### src/rtl/phase_differentiator.sv
// Phase differentiator: turns a stream of modular phase samples into phase
// increments. Define PHASE_DIFF_AVG_EN to average 2^AVG_LOG2 deltas per output.
module phase_differentiator #(
  parameter int PHASE_WIDTH = 32,
  parameter int AVG_LOG2    = 4
) (
  input  logic                   clk,
  input  logic                   rst,
  input  logic                   in_valid,
  output logic                   in_ready,
  input  logic [PHASE_WIDTH-1:0] phase_in,
  input  logic                   resync,
  output logic                   out_valid,
  input  logic                   out_ready,
  output logic [PHASE_WIDTH-1:0] freq_out
);

  localparam int SUM_W = PHASE_WIDTH + AVG_LOG2;

  typedef enum logic {PRIME, RUN} state_t;

  state_t                        state, state_nxt;
  logic                          accept;
  logic                          run_accept;
  logic                          produce;
  logic signed [PHASE_WIDTH-1:0] delta;
  logic signed [PHASE_WIDTH-1:0] result;
  logic [PHASE_WIDTH-1:0]        ref_p0;
  logic [PHASE_WIDTH-1:0]        freq_p1;
  logic                          vld_p1;

  // Arithmetic shift of the window sum, truncated back to the phase width.
  function automatic logic signed [PHASE_WIDTH-1:0] avg_scale(
    input logic signed [SUM_W-1:0] sum
  );
    logic signed [SUM_W-1:0] shifted;
    shifted = sum >>> AVG_LOG2;
    return shifted[PHASE_WIDTH-1:0];
  endfunction

  always_ff @(posedge clk) begin
    if (rst) state <= PRIME;
    else     state <= state_nxt;
  end

  always_comb begin
    state_nxt  = state;
    in_ready   = 1'b1;
    accept     = 1'b0;
    run_accept = 1'b0;
    case (state)
      PRIME: in_ready = 1'b1;
      RUN:   in_ready = !vld_p1 || out_ready;
      default: in_ready = 1'b1;
    endcase
    if (rst) in_ready = 1'b1;
    accept     = in_valid && in_ready;
    run_accept = accept && (state == RUN) && !resync;
    if (accept)      state_nxt = RUN;
    else if (resync) state_nxt = PRIME;
  end

  // Modular subtraction handles phase wrap-around for free.
  assign delta = $signed(phase_in - ref_p0);

`ifdef PHASE_DIFF_AVG_EN
  logic signed [SUM_W-1:0] sum_p0, sum_nxt;
  logic [AVG_LOG2:0]       cnt_p0, cnt_nxt;
  logic                    window_done;

  always_comb begin
    sum_nxt     = sum_p0 + {{AVG_LOG2{delta[PHASE_WIDTH-1]}}, delta};
    cnt_nxt     = cnt_p0 + (AVG_LOG2+1)'(1);
    window_done = (cnt_nxt == (AVG_LOG2+1)'(1 << AVG_LOG2));
    result      = avg_scale(sum_nxt);
    produce     = run_accept && window_done;
  end

  always_ff @(posedge clk) begin
    if (rst || resync) begin
      sum_p0 <= '0;
      cnt_p0 <= '0;
    end else if (run_accept) begin
      if (window_done) begin
        sum_p0 <= '0;
        cnt_p0 <= '0;
      end else begin
        sum_p0 <= sum_nxt;
        cnt_p0 <= cnt_nxt;
      end
    end
  end
`else
  always_comb begin
    result  = delta;
    produce = run_accept;
  end
`endif

  // Stage p0 -> p1: reference capture and output register.
  always_ff @(posedge clk) begin
    if (rst) begin
      ref_p0  <= '0;
      freq_p1 <= '0;
      vld_p1  <= 1'b0;
    end else begin
      if (accept) ref_p0 <= phase_in;
      if (produce) begin
        freq_p1 <= result;
        vld_p1  <= 1'b1;
      end else if (out_ready) begin
        vld_p1  <= 1'b0;
      end
    end
  end

  assign out_valid = vld_p1;
  assign freq_out  = freq_p1;

endmodule

### config.mk
export PLATFORM = sky130hd
export DESIGN_NAME = phase_differentiator
export DESIGN_NICKNAME = d
export VERILOG_FILES = /design/src/rtl/phase_differentiator.sv
export SDC_FILE = /design/constraint.sdc
export NUM_CORES = 1
export LEC_CHECK = 0
export CORE_UTILIZATION = 34
export CTS_CLUSTER_DIAMETER = 60
export DETAILED_ROUTE_END_ITERATION = 6
export GPL_ROUTABILITY_DRIVEN = 1
export PLACE_DENSITY = 0.65
export SLEW_MARGIN = 20
export SYNTH_ARGS = -nofsm -noshare
export SYNTH_HDL_FRONTEND = slang
export SYNTH_SLANG_ARGS = --single-unit
### constraint.sdc
create_clock -name clk -period 3.6 [get_ports clk]
set_input_delay 0.72 -clock clk [delete_from_list [all_inputs] [get_ports clk]]
set_output_delay 0.72 -clock clk [all_outputs]
set_load 0.02 [all_outputs]
# Yosys cells after proc, flatten, opt, wreduce, memory -nomap -nowiden
# Index checks and enable logic that the tools add are counted.
[word_totals] out_inout_bits=34 register_bits=66 in_bits=37 elab_cells=20
[op_classes] mux=6 n_bitwise=1 add_sub_neg=1 reduce_logical=8
[op_table] operator="32-bit subtractor" n=1
[op_table] operator="1-bit 2-to-1 mux" n=5
[op_table] operator="2-bit nonzero test" n=2
[op_table] operator="1-bit logical AND" n=3
[op_table] operator="1-bit zero test" n=2
[op_table] operator="1-bit case mux with 2 select lines" n=1
[op_table] operator="1-bit logical OR" n=1
[op_table] operator="1-bit NOT" n=1

# Depth between registers and ports, before layout
# Gate-level depths: netlist of the first run.
[logic_depth] depth_word=8 mapped_depth=11 ltp_nobuf=11

# Worst setup path after synthesis of the first run
# Ideal clock, no wire load.
[synth_timing] kind="input to register" start="in phase_in[6]" end="reg freq_p1[25] (netlist: freq_out[25])" path_slack_ns=0.820 t_arrival_ns=2.658 setup_time_ns=0.122 cell_stages=8 cell_sequence="ha_1 > a2111oi_2 > a21oi_2 > a221oi_4 > o21ai_2 > a21oi_2 > nor4_1 > a311o_1"
[synth_between] elab_chain_len=1
[synth_rtl] element="start, declared" line_no="11" text="input logic [PHASE_WIDTH-1:0] phase_in,"
[synth_rtl] element="32-bit subtractor" line_no="64" text="assign delta = $signed(phase_in - ref_p0);"
[synth_rtl] element="end signal, assigned" line_no="109" text="freq_p1 <= result;"
[synth_rtl] element="end, declared" line_no="29" text="logic [PHASE_WIDTH-1:0] freq_p1;"
# No other way between the ends.
# A chain may end at the register's enable or synchronous reset.

# Final worst setup path of the first run
[layout_timing] start="in phase_in[0]" end="reg freq_p1[16] (netlist: freq_out[16])"
# The elaborated chain is that of the path after synthesis.

==> results of run 1 <==
## metal layers
metal	wire length [µm]	vias to the layer above	track usage, %	share of wire, %
li1	-	2005	-	-
met1	5070	1820	23.53	46
met2	5073	92	29.57	46
met3	647	11	4.518	5.9
met4	122	0	5.135	1.1
met5	0	-	0	0
## worst register-to-register path, stage by stage (launching register included)
cell,delay [ns]
dfxtp_1,0.37
inv_1,0.06
ha_1,0.26
and2b_2,0.20
o31ai_2,0.30
a21oi_2,0.17
a221oi_4,0.45
o21ai_2,0.14
a21oi_2,0.20
nor4_1,0.07
a311o_1,0.34
## placed cells by master (no fill, tap or decap), types with 3 or more instances in the layout
cell type / instances
a211oi_1: 8
a21o_1: 7
a21o_2: 3
a21oi_1: 76
a21oi_2: 3
a31oi_1: 4
and2_1: 3
and3_1: 3
buf_4: 7
clkbuf_16: 9
clkbuf_8: 3
clkdlybuf4s50_1: 69
dfxtp_1: 66
ha_1: 31
inv_1: 38
mux2i_1: 3
nand2_1: 124
nand2b_1: 8
nand3_1: 13
nand4_1: 10
nor2_1: 22
nor3_1: 10
o211ai_1: 4
o21a_1: 4
o21ai_0: 18
xnor2_1: 13
xor2_1: 7
## power by group through the flow
stage	clock, mW	sequential [mW]	combinational (mW)
finish	0.833	0.784	0.507
global route	0.885	0.787	0.562
CTS	0.851	0.784	0.506
detailed placement	0	0.799	0.503
global placement	0	0.798	0.498
floorplan	0	0.811	0.333
## flip-flops by register name, summed over array words and instances, names as in the netlist
register and cells:
freq_out 32, ref_p0 32, out_valid 1, state 1
## cell families after synthesis
family,share of synthesized area (%)
and+or+nand+nor,23.18
adders and majority gates,9.930
DFF,32.17
AOI/OAI and AO/OA,23.03
buffers and inverters,6.701
muxes,0.7311
xor gates and xnor gates,4.264
## layout make-up
class	instances	share of cell area (%)
inverter	38	2.748
clock buffer	14	5.278
clock inverter	2	0.1928
timing repair buffer	77	14.41
tap	143	3.447
multi-input combinational	414	48.47
sequential	66	25.45
## how the worst min path moves through the flow
stage                     start  cells past startpoint           to
CTS                 freq_out[3]                      2  freq_out[3]
finish              freq_out[3]                      2  freq_out[3]
global placement     ref_p0[16]                      2   ref_p0[16]
detailed placement  freq_out[3]                      2  freq_out[3]
global route        freq_out[7]                      2  freq_out[7]
floorplan            ref_p0[14]                      2   ref_p0[14]
## through the flow
stage	hold slack (ns)	cells	power [mW]
2_1_floorplan	0.4338	546	1.145
3_5_place_dp	0.4436	738	1.302
4_1_cts	0.4514	754	2.141
3_3_place_gp	0.4416	738	1.296
6_report	0.4478	754	2.124
5_1_grt	0.4712	754	2.234
==> out/metrics.cfg, run 1 <==
[outcome]
status = complete, but fails checks
violations = DRC

[worst_setup_path]
crit_fanout = 3
cp-start-kind = input pin
crit_path_max_incr_delay_ns = 0.47
cp_top_family = compound AO/OA/AOI/OAI gates
rr_worst_depth = 10
critPathLaunch = phase_in[0]
r2r-end = freq_out[25]
critical_path.endpoint_type = flip-flop
worst_r2r_startpoint = ref_p0[1]
critPathSlowestCell = clkdlybuf4s50_1
path_buf_inv = 2
cp.depth = 12
crit_path_end = freq_out[16]
critPathArrivalTime_ns = 3.39
crit_chain = clkdlybuf4s50_1 > inv_1 > ha_1 > fa_1 > nand2b_1 > a21oi_1 > o21ai_0 > a21oi_1 > nor2_1 > o21ai_0 > nor4b_1 > a211o_1
reg2reg_slack_ns = 0.93
worstPathRequired_ns = 3.82
path_class = in2reg

[power]
p_seq_share_pct = 36.9
power.internal_mw = 1.506
pwr-share-comb_pct = 23.9
p_leak_nw = 1.991
power_frac_clock_pct = 39.2
p_sw_mw = 0.6175
peakVddDrop_mv = 0.1891
p_sw_share_pct = 29.08
powerDensity_nw_per_um2 = 409.1

[grt]
grt_start_max_net_pins = 64
grt_overflow = 0
antenna_found_initial = 0
grt_pass1_wl_um = 18390
groute.usage.overall_pct = 18.09
grt_pass1_vias = 3804

[final_layout]
syn_to_final_growth_pct = 26.38
post_route_cells_drive_above_1_share_pct = 6.874
diodes = 0
fill_cells = 1175
fin_area_um2 = 5191
finalNetCount = 675
post-route-util_pct = 44.70
multi_input_area_um2 = 2516
regArea_um2 = 1321

[synthesis]
synth_area_leaders = dfxtp_1 32%, nand2_1 11%, ha_1 9.4%
avgSynthCellArea_um2 = 7.523
synth_warnings = 0
syn_area_um2 = 4108
synth_top_area_cell = dfxtp_1
ys_ff_latch = 66
yosysTopAreaCellShare_pct = 32.17
synth_ff_type = dfxtp_1
yosys.cell_count.top_type = nand2_1
synth_nets = 615
synthArstFlopShare_pct = 0
ys_types = 56
synth-edff-count = 0
yosys-top-cells-count = 124 x nand2_1, 76 x a21oi_1, 66 x dfxtp_1, 38 x inv_1, 31 x ha_1
ys_seq_area_share_pct = 32.17
synthCells = 546

[timing]
worst_pin_slew_ns = 0.6831
maxSlewViolCount = 0
fmax_mhz = 315.6
finalCritPeriodShare_pct = 88.01
setup_viol_count_final = 0
rsz0062_at_grt = false
hold_viol = 0
slew_headroom_pct = 54.46
clock_skew_ns = 0.006494
setup_slack_ns = 0.4316
period_minus_slack_ns = 3.168
fin_tns_setup_ns = 0

[placed_design]
place_area_um2 = 4907
gp_congestion = 0.8275
dpl.hpwl_um = 7951
portBuffers = 70
dp_slack_ns = 0.1301

[job]
max-cap-violations = 0

[clock_network]
postCtsHoldBufs = 0
cts_setup_buffers = 0
cts_buffers = 9
path_clk_slew_ns = 0.06
insertion_delay_ns = 0.33
cts_tree = done
cts_root_buffer = clkbuf_16
cts_buffer_depth = 2
cts_num_sinks = 66
post_cts_resized = 0
h-tree-depth = 3

[min_path]
hp-class = reg2reg

[route]
drt_iter0_drc = 152
wl_per_cell_um = 14.48
drc = 4
antenna_left = 0
via_count = 3928
viasPerCell = 5.210
wl_um = 10920
drtPass1Iterations = 6

[die]
die-height_um = 111.9
core_area_um2 = 11610
fp.dieW_um = 111.9
start_util_pct = 35.37
dieArea_um2 = 12530
pin_count = 71
row_count = 39

No activity file was read; power rests on OpenSTA's default activity.
==> run 2, diff against run 1 <==
--- a/config.mk
+++ b/config.mk
@@ -6,4 +6,5 @@
 export NUM_CORES = 1
 export LEC_CHECK = 0
+export CORE_ASPECT_RATIO = 2
 export CORE_UTILIZATION = 34
 export CTS_CLUSTER_DIAMETER = 60
==> constraint.sdc (replaced) <==
create_clock -name clk -period 3.6 [get_ports clk]
set_input_delay 0.72 -clock clk [delete_from_list [all_inputs] [get_ports clk]]
set_output_delay 0.72 -clock clk [all_outputs]
set_load 0.005 [all_outputs]
==> run 2 against run 1 <==
Against the previous run: the flow now finishes without violations; final cell count rose by 0.80%; fmax shrank 1.1%; hold slack gained 0.0032 ns; clock power fell by 1%; first-iteration DRC count up 23%; global-route usage increased by 1.7 points; utilization down 0.35 points; highest routed layer unchanged; critical path type unchanged; register-to-register slack lost 0.08 ns; sequential cell count is the same; critical path depth shrank 2; non-clock buffer count is 5 higher.
==> out/metrics.cfg, run 2 (synthesis gave the netlist of run 1 again) <==
[final_layout]
post_route_cells_drive_above_1_share_pct = 7.480  ; +0.61 points
final_common_cell = nand2_1
fill_cells = 1208  ; +2.8%
syn_to_final_growth_pct = 27.08
layout_common_cells = 124 x nand2_1, 76 x a21oi_1, 69 x clkdlybuf4s50_1
regArea_um2 = 1321  ; unchanged
diodes = 0  ; unchanged
multi_input_area_um2 = 2516  ; unchanged
finalNetCount = 680  ; +0.74%

[grt]
grt_overflow = 0  ; unchanged
use_met3_pct = 3.014  ; -1.5 points
antenna_found_initial = 0  ; unchanged
grt_pass1_wl_um = 18800  ; +2.2%
groute.usage.overall_pct = 19.75  ; +1.7 points
grt_start_max_net_pins = 64  ; unchanged
busiest_layer = met2
grt_util_met1_pct = 20.28  ; -3.3 points
grt_pass1_vias = 3932  ; +3.4%
use_met2_pct = 36.51  ; +6.9 points

[power]
p_sw_mw = 0.6215  ; +0.64%
pwr-share-comb_pct = 24.0  ; about the same
p_sw_share_pct = 29.45  ; +0.37 points
powerDensity_nw_per_um2 = 404.3  ; -1.2%
power_frac_clock_pct = 38.9  ; -0.3 points
p_seq_share_pct = 37.1  ; +0.2 points
p_leak_nw = 2.006  ; +0.72%
peakVddDrop_mv = 0.2460  ; +30%
power.internal_mw = 1.489  ; -1.1%
power.total_mw = 2.111  ; -0.61%

[timing]
rsz0062_at_grt = false
worst_pin_slew_ns = 0.6969  ; +0.01386 ns
hold_viol = 0  ; unchanged
fin_tns_setup_ns = 0  ; unchanged
fmax_mhz = 312.2  ; -1.1%
maxSlewViolCount = 0  ; unchanged
finalCritPeriodShare_pct = 88.98  ; +0.97 points
period_minus_slack_ns = 3.203  ; +0.03481 ns
clock_skew_ns = 0.007248  ; +0.0007538 ns
setup_viol_count_final = 0  ; unchanged
slew_headroom_pct = 53.54  ; -0.92 points

[route]
via_count = 3983  ; +1.4%
wl_um = 11730  ; +7.4%
antenna_left = 0  ; unchanged
drtPass1Iterations = 4  ; -2
drt_iter0_drc = 187  ; +23%
wl_per_cell_um = 15.43  ; +6.6%
drc = 0  ; -4
viasPerCell = 5.241  ; +0.60%

[die]
row_count = 56  ; +44%
core_area_um2 = 11770  ; +1.4%
start_util_pct = 34.90  ; -0.47 points
fp.dieW_um = 79.72  ; -29%
dieArea_um2 = 12550  ; +0.21%
die-height_um = 157.4  ; +41%
pin_count = 71  ; unchanged

[clock_network]
h-tree-depth = 3  ; unchanged
cts_num_sinks = 66  ; unchanged
postCtsHoldBufs = 0  ; unchanged
cts_setup_buffers = 0  ; unchanged
cts_buffer_depth = 2  ; unchanged
cts_buffers = 9  ; unchanged
path_clk_slew_ns = 0.05  ; about the same
cts_tree = done
insertion_delay_ns = 0.34  ; about the same
post_cts_resized = 0  ; unchanged
cts_root_buffer = clkbuf_16

[job]
max-cap-violations = 0  ; unchanged

[worst_setup_path]
cp-start-kind = input pin
worstPathRequired_ns = 3.82  ; about the same
critPathArrivalTime_ns = 3.42  ; +0.03 ns
path_class = in2reg
critical_path.endpoint_type = flip-flop
crit_fanout = 5  ; +2

[placed_design]
dpl.hpwl_um = 8649  ; +8.8%
portBuffers = 70  ; unchanged
gp_congestion = 0.8699  ; +5.1%

[outcome]
status = finished, final reports clean

[min_path]
hp-class = reg2reg

-- run 2: cell type report --
type | instances | area share, %
Tap cell | 145 | 3.476
Timing Repair Buffer | 82 | 15.05
Clock inverter | 2 | 0.2397
Inverter | 38 | 2.733
Multi-Input combinational cell | 414 | 48.20
Sequential cell | 66 | 25.31
Clock buffer | 13 | 4.986
-- run 2: power groups by stage --
stage	clock network (mW)	logic, mW	registers (mW)
final	0.821	0.506	0.784
after global routing	0.865	0.559	0.788
after CTS	0.836	0.507	0.784
after detailed placement	0	0.503	0.799
after global placement	0	0.500	0.798
after floorplan	0	0.333	0.796
-- run 2: path summary, 6_finish.rpt --
check | startpoint | endpoint | slack (ns) | cells after the start
hold / removal | freq_out[8] | freq_out[8] | 0.45 | 2
hold reg to reg | freq_out[8] | freq_out[8] | 0.45 | 2
setup / recovery | phase_in[1] | freq_out[25] | 0.40 | 10
setup reg to reg | ref_p0[1] | freq_out[25] | 0.85 | 10
-- run 2: worst max-delay path, cell delays in order --
cell	delay [ns]
clkdlybuf4s50_1	0.45
ha_1	0.31
and2b_2	0.21
o31ai_2	0.34
a21oi_2	0.18
a221oi_4	0.46
o21ai_2	0.14
a21oi_2	0.20
nor4_1	0.07
a311o_1	0.34
-- run 2: routing by layer --
metal / vias up / wire length (µm)
met5: - / 0
met4: 0 / 501
met3: 29 / 446
met1: 1831 / 4399
li1: 2009 / -
met2: 114 / 6382
-- run 2: per-stage QoR --
| step | setup slack (ns) | cell area (µm²) | hold slack, ns | std cells | utilization, % |
|---|---|---|---|---|---|
| floorplan | 0.8201 | 4108 | 0.4338 | 546 | - |
| global placement | 0.1488 | 4947 | 0.4417 | 745 | 42.03 |
| detailed placement | 0.06555 | 4947 | 0.4476 | 745 | 42.03 |
| CTS | 0.3863 | 5220 | 0.4551 | 760 | 44.35 |
| global route | 0.2551 | 5220 | 0.4697 | 760 | 44.35 |
| finish | 0.3968 | 5220 | 0.4510 | 760 | 44.35 |
==> run 3, diff against run 2 <==
CAP_MARGIN = 20   (was not set)
MAX_ROUTING_LAYER = met4   (was not set)
PLACE_DENSITY = 0.66   (was 0.65)
==> run 3 against run 2 <==
Against the previous run: count of clock-buffer cells in the layout down 2; register-to-register slack better by 0.04 ns; global-route usage increased by 0.46 points; sequential share of layout area grew 0.073 points.
==> out/metrics.cfg, run 3 (synthesis gave the netlist of run 1 again) <==
[power]
peakVddDrop_mv = 0.3221  ; +31%
powerDensity_nw_per_um2 = 402.8  ; -0.38%
p_leak_nw = 1.995  ; -0.53%

[placed_design]
dpl.hpwl_um = 8596  ; -0.61%
place_area_um2 = 4932  ; -0.30%
gp_congestion = 0.9165  ; +5.4%
portBuffers = 70  ; unchanged

[final_layout]
diodes = 0  ; unchanged
syn_to_final_growth_pct = 26.71
layout_common_cells = 124 x nand2_1, 76 x a21oi_1, 69 x clkdlybuf4s50_1
post_route_cells_drive_above_1_share_pct = 7.492  ; +0.012 points
finalNetCount = 678  ; -0.29%
fill_cells = 1215  ; +0.58%
post-route-util_pct = 44.22  ; -0.13 points
final_common_cell = nand2_1
fin_area_um2 = 5205  ; -0.29%

[timing]
slew_headroom_pct = 54.03  ; +0.50 points
finalCritPeriodShare_pct = 87.67  ; -1.3 points
fin_tns_setup_ns = 0  ; unchanged
rsz0062_at_grt = false
clock_skew_ns = 0.004810  ; -0.002438 ns
maxSlewViolCount = 0  ; unchanged
fmax_mhz = 316.8  ; +1.5%
worst_pin_slew_ns = 0.6895  ; -0.007433 ns
hold_viol = 0  ; unchanged
hold_slack_ns = 0.4510  ; -0.000007000 ns
setup_viol_count_final = 0  ; unchanged
period_minus_slack_ns = 3.156  ; -0.04698 ns

[die]
dieArea_um2 = 12550  ; unchanged
pin_count = 71  ; unchanged
start_util_pct = 34.90  ; unchanged
core_area_um2 = 11770  ; unchanged
row_count = 56  ; unchanged
fp.dieW_um = 79.72  ; unchanged
die-height_um = 157.4  ; unchanged

[grt]
grt_pass1_vias = 4057  ; +3.2%
groute.usage.overall_pct = 20.21  ; +0.46 points
grt_overflow = 0  ; unchanged
grt_start_max_net_pins = 64  ; unchanged
antenna_found_initial = 0  ; unchanged
grt_pass1_wl_um = 18800  ; about the same

[route]
wl_per_cell_um = 15.25  ; -1.1%
drc = 0  ; unchanged
viasPerCell = 5.248  ; +0.13%
drt_iter0_drc = 196  ; +4.8%
drtPass1Iterations = 4  ; unchanged
via_count = 3983  ; unchanged
antenna_left = 0  ; unchanged
wl_um = 11580  ; -1.3%

[clock_network]
cts_setup_buffers = 0  ; unchanged
insertion_delay_ns = 0.34  ; about the same
cts_buffers = 9  ; unchanged
cts_buffer_depth = 2  ; unchanged
cts_root_buffer = clkbuf_16
cts_num_sinks = 66  ; unchanged
postCtsHoldBufs = 0  ; unchanged
h-tree-depth = 3  ; unchanged
post_cts_resized = 0  ; unchanged
cts_tree = done
path_clk_slew_ns = 0.06  ; about the same

[worst_setup_path]
critPathLaunch = phase_in[1]
worstPathRequired_ns = 3.82  ; about the same
worst_r2r_startpoint = ref_p0[1]
critical_path.endpoint_type = flip-flop
crit_fanout = 5  ; unchanged
critPathArrivalTime_ns = 3.38  ; -0.04 ns
path_class = in2reg
rr_worst_depth = 10  ; unchanged
cp-start-kind = input pin

[min_path]
min_path_cells = 2  ; unchanged
min_from = freq_out[11]
hp-class = reg2reg

[job]
max-cap-violations = 0  ; unchanged

[outcome]
status = finished, final reports clean

## run 3: changes by cell type in the layout (fill, tap and decap cells not counted)
cell | previous run | this run
clkbuf_8 | 2 | 1
clkinvlp_4 | 1 | 2
buf_4 | 12 | 10
clkbuf_1 | 2 | 1
clkinv_2 | 1 | 3
## run 3: cell type report
type / count / area [µm²] / area share (%)
clock buffers: 11 / 242.7 / 4.663
clock inverters: 5 / 30.03 / 0.5769
inverters: 38 / 142.6 / 2.740
multi-input cells: 414 / 2516 / 48.34
flip-flops and latches: 66 / 1321 / 25.38
well taps: 145 / 181.4 / 3.486
repair buffers: 80 / 770.7 / 14.81
## run 3: path summary, 6_finish.rpt
check,endpoint,slack [ns]
worst min-delay path,freq_out[11],0.45
worst min register to register,freq_out[11],0.45
worst max register to register,freq_out[25],0.89
worst max-delay path,freq_out[25],0.44
## run 3: metrics by stage
stage | setup slack, ns | instances | total power [mW]
6_report | 0.4438 | 759 | 2.097
5_1_grt | 0.1916 | 759 | 2.208
4_1_cts | 0.4434 | 759 | 2.118
3_5_place_dp | 0.08776 | 743 | 1.301
3_3_place_gp | 0.1532 | 743 | 1.295
2_1_floorplan | 0.8201 | 546 | 1.129
## run 3: where the power goes
group          switching, mW  internal, mW  total [mW]
Combinational          0.281         0.224       0.505
Sequential            0.0181         0.765       0.783
Clock                  0.328         0.481       0.809
## run 3: critical path, cell delays in order
cell             delay, ns
clkdlybuf4s50_1       0.45
ha_1                  0.30
and2b_2               0.21
o31ai_2               0.34
a21oi_2               0.17
a221oi_4              0.45
o21ai_2               0.14
a21oi_2               0.20
nor4_1                0.07
a311o_1               0.34
## run 3: per-layer routing
metal / global-route usage [%] / vias up / routed length [µm]
li1: - / 2008 / -
met5: - / - / 0
met2: 37.89 / 98 / 6521
met3: 4.000 / 24 / 369
met4: 8.831 / 0 / 263
met1: 19.38 / 1853 / 4423
